`config.mk`:
```
export PLATFORM = sky130hd
export DESIGN_NAME = mdu_seq
export DESIGN_NICKNAME = d
export VERILOG_FILES = /design/src/rtl/alu_pkg.sv /design/src/rtl/mdu_pkg.sv /design/src/rtl/mdu_seq.sv
export SDC_FILE = /design/constraint.sdc
export NUM_CORES = 1
export LEC_CHECK = 0
export CAP_MARGIN = 10
export CORE_ASPECT_RATIO = 0.5
export CORE_MARGIN = 2
export CORE_UTILIZATION = 39
export DETAILED_ROUTE_END_ITERATION = 10
export GPL_TIMING_DRIVEN = 0
export PLACE_DENSITY = 0.73
export SYNTH_ARGS = -nofsm -noshare
export SYNTH_HDL_FRONTEND = slang
export SYNTH_SLANG_ARGS = --single-unit
export TNS_END_PERCENT = 1
```
`constraint.sdc`:
```
create_clock -name clk -period 7.24 [get_ports clk]
set_input_delay 1.448 -clock clk [delete_from_list [all_inputs] [get_ports clk]]
set_output_delay 1.448 -clock clk [all_outputs]
set_load 0.01 [all_outputs]
```
`src/rtl/alu_pkg.sv`:
```
// alu_pkg: operation and status types of the shared execute-stage ALU.
package alu_pkg;

  typedef enum logic [2:0] {
    PASS = 3'd0,
    ADD  = 3'd1,
    SUB  = 3'd2,
    AND  = 3'd3,
    OR   = 3'd4,
    XOR  = 3'd5
  } alu_op_e;

  typedef struct packed {
    logic zero;
    logic carry;
    logic neg;
    logic ovf;
  } alu_status_t;

endpackage

```
`src/rtl/mdu_pkg.sv`:
```
// mdu_pkg: operation and state types for the iterative multiply/divide sequencer.
package mdu_pkg;

  typedef enum logic [1:0] {
    MUL  = 2'd0,
    DIVU = 2'd1,
    REMU = 2'd2
  } mdu_op_e;

  typedef enum logic [1:0] {
    IDLE = 2'd0,
    RUN  = 2'd1,
    DONE = 2'd2
  } mdu_state_e;

endpackage

```
`src/rtl/mdu_seq.sv`:
```
// mdu_seq: shift-add multiply / restoring divide that borrows the shared ALU
// for every wide add/subtract. One iteration per RUN cycle, result returned
// through a done/result_ready handshake.
// Optional build macro: MDU_EARLY_EXIT_EN (MUL leaves RUN once the remaining
// multiplier bits are all zero).
module mdu_seq
  import alu_pkg::*;
  import mdu_pkg::*;
#(
  parameter int unsigned WIDTH = 32
) (
  input  logic             clk,
  input  logic             rst,
  input  logic             start,
  input  mdu_op_e          op,
  input  logic [WIDTH-1:0] a,
  input  logic [WIDTH-1:0] b,
  output logic             busy,
  output logic             done,
  input  logic             result_ready,
  output logic [WIDTH-1:0] result,
  output logic             div_by_zero,
  output logic             alu_req,
  output alu_op_e          alu_op,
  output logic [WIDTH-1:0] alu_a,
  output logic [WIDTH-1:0] alu_b,
  output logic             alu_oe,
  input  logic [WIDTH-1:0] alu_bus
);

  localparam int unsigned CNT_W = $clog2(WIDTH);

  mdu_state_e       state;
  mdu_op_e          op_q;
  // MUL and DIV initialise identically (0, a, b), so one register set serves
  // both: hi_q = acc/rem, lo_q = mcand/quo, arg_q = mplier/div.
  logic [WIDTH-1:0] hi_q;
  logic [WIDTH-1:0] lo_q;
  logic [WIDTH-1:0] arg_q;
  logic [CNT_W-1:0] cnt;

  logic [WIDTH-1:0] div_t;
  logic             div_ge;
  logic [WIDTH-1:0] hi_nxt;
  logic [WIDTH-1:0] lo_nxt;
  logic [WIDTH-1:0] arg_nxt;
  logic             last;

  // Per-iteration next values; the wide add/subtract result comes from alu_bus.
  always_comb begin
    div_t  = {hi_q[WIDTH-2:0], lo_q[WIDTH-1]};
    div_ge = (div_t >= arg_q);
    if (op_q == MUL) begin
      hi_nxt  = arg_q[0] ? alu_bus : hi_q;
      lo_nxt  = lo_q << 1;
      arg_nxt = arg_q >> 1;
    end else begin
      hi_nxt  = div_ge ? alu_bus : div_t;
      lo_nxt  = {lo_q[WIDTH-2:0], div_ge};
      arg_nxt = arg_q;
    end
    last = (cnt == CNT_W'(WIDTH - 1));
`ifdef MDU_EARLY_EXIT_EN
    if ((op_q == MUL) && (arg_nxt == '0)) begin
      last = 1'b1;
    end
`endif
  end

  // ALU operands are presented only while the sequencer owns the ALU.
  always_comb begin
    alu_a = '0;
    alu_b = '0;
    if (state == RUN) begin
      if (op_q == MUL) begin
        alu_a = hi_q;
        alu_b = lo_q;
      end else begin
        alu_a = div_t;
        alu_b = arg_q;
      end
    end
  end

  // Sequencer FSM, datapath registers and registered handshake/ALU controls.
  always_ff @(posedge clk) begin
    if (rst) begin
      state       <= IDLE;
      op_q        <= MUL;
      hi_q        <= '0;
      lo_q        <= '0;
      arg_q       <= '0;
      cnt         <= '0;
      busy        <= 1'b0;
      done        <= 1'b0;
      result      <= '0;
      div_by_zero <= 1'b0;
      alu_req     <= 1'b0;
      alu_oe      <= 1'b0;
      alu_op      <= PASS;
    end else begin
      unique case (state)
        IDLE: begin
          if (start) begin
            op_q  <= op;
            hi_q  <= '0;
            lo_q  <= a;
            arg_q <= b;
            cnt   <= '0;
            busy  <= 1'b1;
            if ((op != MUL) && (b == '0)) begin
              state       <= DONE;
              done        <= 1'b1;
              div_by_zero <= 1'b1;
              result      <= (op == REMU) ? a : '1;
            end else begin
              state       <= RUN;
              div_by_zero <= 1'b0;
              alu_req     <= 1'b1;
              alu_oe      <= 1'b1;
              if (op == MUL) begin
                alu_op <= ADD;
              end else begin
                alu_op <= SUB;
              end
            end
          end
        end
        RUN: begin
          hi_q  <= hi_nxt;
          lo_q  <= lo_nxt;
          arg_q <= arg_nxt;
          cnt   <= cnt + 1'b1;
          if (last) begin
            state   <= DONE;
            done    <= 1'b1;
            alu_req <= 1'b0;
            alu_oe  <= 1'b0;
            alu_op  <= PASS;
            result  <= (op_q == DIVU) ? lo_nxt : hi_nxt;
          end
        end
        DONE: begin
          if (result_ready) begin
            state <= IDLE;
            done  <= 1'b0;
            busy  <= 1'b0;
          end
        end
        default: begin
          state <= IDLE;
        end
      endcase
    end
  end

endmodule

```
==> results.json <==
{
  "dp_hpwl_um": 26700,
  "drv_slew": 0,
  "path_cells": "clkbuf_1 -> nand2b_1 -> clkbuf_1 -> clkbuf_1 -> clkbuf_1 -> a21oi_1 -> clkdlybuf4s50_1",
  "drv_cap": 0,
  "critPathBufInv": 5,
  "ctsResizeCount": 0,
  "switching_share": 0.327,
  "synth_area_leaders": "dfxtp_1, nand2_1, a21oi_1",
  "internal_power_mw": 1.59,
  "period_needed_ns": 4.99,
  "ys_warn_count": 0,
  "max_stage_delay_ns": 0.70,
  "via_per_inst": 5.72,
  "postRouteAntennaNets": 0,
  "power.density_nw_per_um2": 209,
  "cts_buffer_depth": 2,
  "combPwrFrac": 0.216,
  "cts_hold_buf": 0,
  "status": "finished clean",
  "synth_ff_type": "dfxtp_1",
  "drive_gt1_frac": 0.0558,
  "die_y_um": 107,
  "end_kind": "output port",
  "cts_tree": "yes",
  "synth.avg_cell_area_um2": 7.25,
  "worstPathArrival_ns": 3.54,
  "cts_buffers": 17,
  "required_ns": 5.79,
  "yosysMostFrequentCell": "nand2_1",
  "rsz0062_at_grt": "no",
  "routed_wirelength_um": 34000,
  "cts.sinks": 143,
  "grt_pass1_wl_um": 51700,
  "worst_pin_slew_ns": 1.26,
  "netlist_top_cells_count": "nand2_1, dfxtp_1, nor2_1, a21oi_1, clkbuf_1",
  "switching_power_mw": 0.770,
  "remaining_drc_errors": 0,
  "antenna_found_initial": 0,
  "yosysSeqAreaShare": 0.345,
  "hold_viol": 0,
  "syn_nets": 1280,
  "finClkSkew_ns": 0.0146,
  "pwr-share-clk": 0.394,
  "crit_type": "reg2out",
  "tns_ns": 0,
  "synthDistinctLibCells": 49,
  "crit_top_cell": "clkbuf_1",
  "initial_core_util": 0.401,
  "first_iter_violations": 1028,
  "relSlewSlack": 0.156,
  "fin_nets": 1503,
  "fillCellCount": 1944,
  "overflow": 0,
  "cp_slowest_cell": "clkbuf_1",
  "num_vias": 9462,
  "die_area_um2": 22500,
  "hp-class": "reg2reg",
  "synth_top_area_share": 0.345,
  "layout.cells.non_filler": 1653,
  "grt_start_max_net_pins": 17,
  "path_max_fanout": 10,
  "area_growth_pct": 36.1,
  "start_kind": "register",
  "pin_count": 206,
  "yosysTopAreaCell": "dfxtp_1",
  "irDropWorstVdd_mv": 0.210,
  "cts-root-buf": "clkbuf_16",
  "post_cts_buffers": 0,
  "drt_pass1_iterations": 5,
  "synth_area_um2": 8300,
  "htreeDepth": 4,
  "cellLeakagePower_nw": 4.07,
  "async_flop_share": 0,
  "placed_cells": 1621,
  "synth-edff-count": 0,
  "die_w_um": 210,
  "place_congestion": 0.940,
  "grt_use_total": 0.301,
  "synthCells": 1144,
  "cts.clk_slew.worst_paths_ns": 0.06,
  "grt_pass1_vias": 9103,
  "clock.fmax_ghz": 0.201,
  "clock_latency_ns": 0.43,
  "wl_per_cell_um": 20.6,
  "portBuffers": 204,
  "placement_rows": 37,
  "period_share": 0.689,
  "critPathTopFamily": "buffers and inverters",
  "seq_power_share": 0.390,
  "ys_ff_latch": 143,
  "finalSetupViolations": 0,
  "core_area_um2": 20700
}
[worst paths after layout]
path	endpoint	cells after the start	slack [ns]	startpoint
hold / removal	hi_q[31]	2	0.47	hi_q[31]
setup / recovery	alu_a[2]	7	2.25	state[1]
hold reg to reg	hi_q[31]	2	0.47	hi_q[31]
setup reg to reg	result[28]	11	3.28	arg_q[14]
[kinds of logic (layout without fill, tap and decap cells)]
| logic type | count (synthesis) | in the layout | synth area share |
|---|---|---|---|
| xor gates and xnor gates | 1 | 1 | 0.00106 |
| other | 1 | 2 | 0.000452 |
| DFF | 143 | 143 | 0.345 |
| AOI/OAI and AO/OA | 306 | 306 | 0.274 |
| adders and majority gates | 34 | 34 | 0.0513 |
| buffers and inverters | 131 | 366 | 0.0649 |
| and+or+nand+nor | 528 | 528 | 0.264 |
[sequential cells by signal, summed over array words and instances (netlist names)]
signal,flops
arg_q,32
hi_q,32
lo_q,32
result,32
cnt,5
alu_op,2
op_q,2
state,2
alu_oe,1
busy,1
div_by_zero,1
done,1
[cells in the final DEF (no fill, tap or decap), types with 3 or more instances in the layout]
cell type	instances
a21oi_1	122
a221oi_2	30
a311oi_1	62
and2_1	33
and4_1	3
buf_1	7
buf_4	6
buf_6	3
bufinv_16	3
clkbuf_1	79
clkbuf_16	17
clkdlybuf4s50_1	204
clkinv_4	3
dfxtp_1	143
ha_1	34
inv_1	36
inv_6	4
nand2_1	305
nand2b_1	8
nand3_1	7
nand4_1	5
nor2_1	142
nor2b_1	3
nor3_1	4
nor4_1	9
o21ai_0	9
o21ai_1	31
o221ai_1	31
or2_2	3
[power by group through the flow]
stage	sequential, mW	clock [mW]	combinational, mW
2_1_floorplan	0.893	0	0.300
3_3_place_gp	0.928	0	0.484
3_5_place_dp	0.929	0	0.496
4_1_cts	0.912	0.924	0.500
5_1_grt	0.923	0.962	0.556
6_report	0.919	0.929	0.510
[routing by layer]
layer,track usage,part of all wire
met1,0.422,0.45
met2,0.442,0.42
met3,0.0908,0.11
met4,0.0907,0.020
met5,0,0
[final cells by class]
type                       count  area (um^2)  area share
sequential                   143         2860       0.254
tap                          273          342      0.0303
buffer                        95          403      0.0357
timing repair buffer         204         2040       0.181
clock buffer                  18          429      0.0380
antenna                        1         2.50    0.000222
clock inverter                13          178      0.0157
inverter                      36          135      0.0120
multi-input combinational    870         4890       0.434
[per-stage QoR]
stage                     hold slack [ns]  utilization  power (mW)  cell area, um^2  worst slack, ns
after floorplan                     0.438            -        1.19             8300             4.08
after global placement              0.454        0.516        1.41            10700             2.88
after detailed placement            0.465        0.516        1.43            10700             2.85
after CTS                           0.472        0.545        2.34            11300             2.36
after global routing                0.512        0.545        2.44            11300             2.14
final                               0.474        0.545        2.36            11300             2.25
[worst min-delay path, delay by kind of cell, from the launching register on]
kind,cells,cell delay (ns)
flops,1,0.32
simple gates,1,0.06
compound gates,1,0.05
Power figures use the tool's default switching activity.
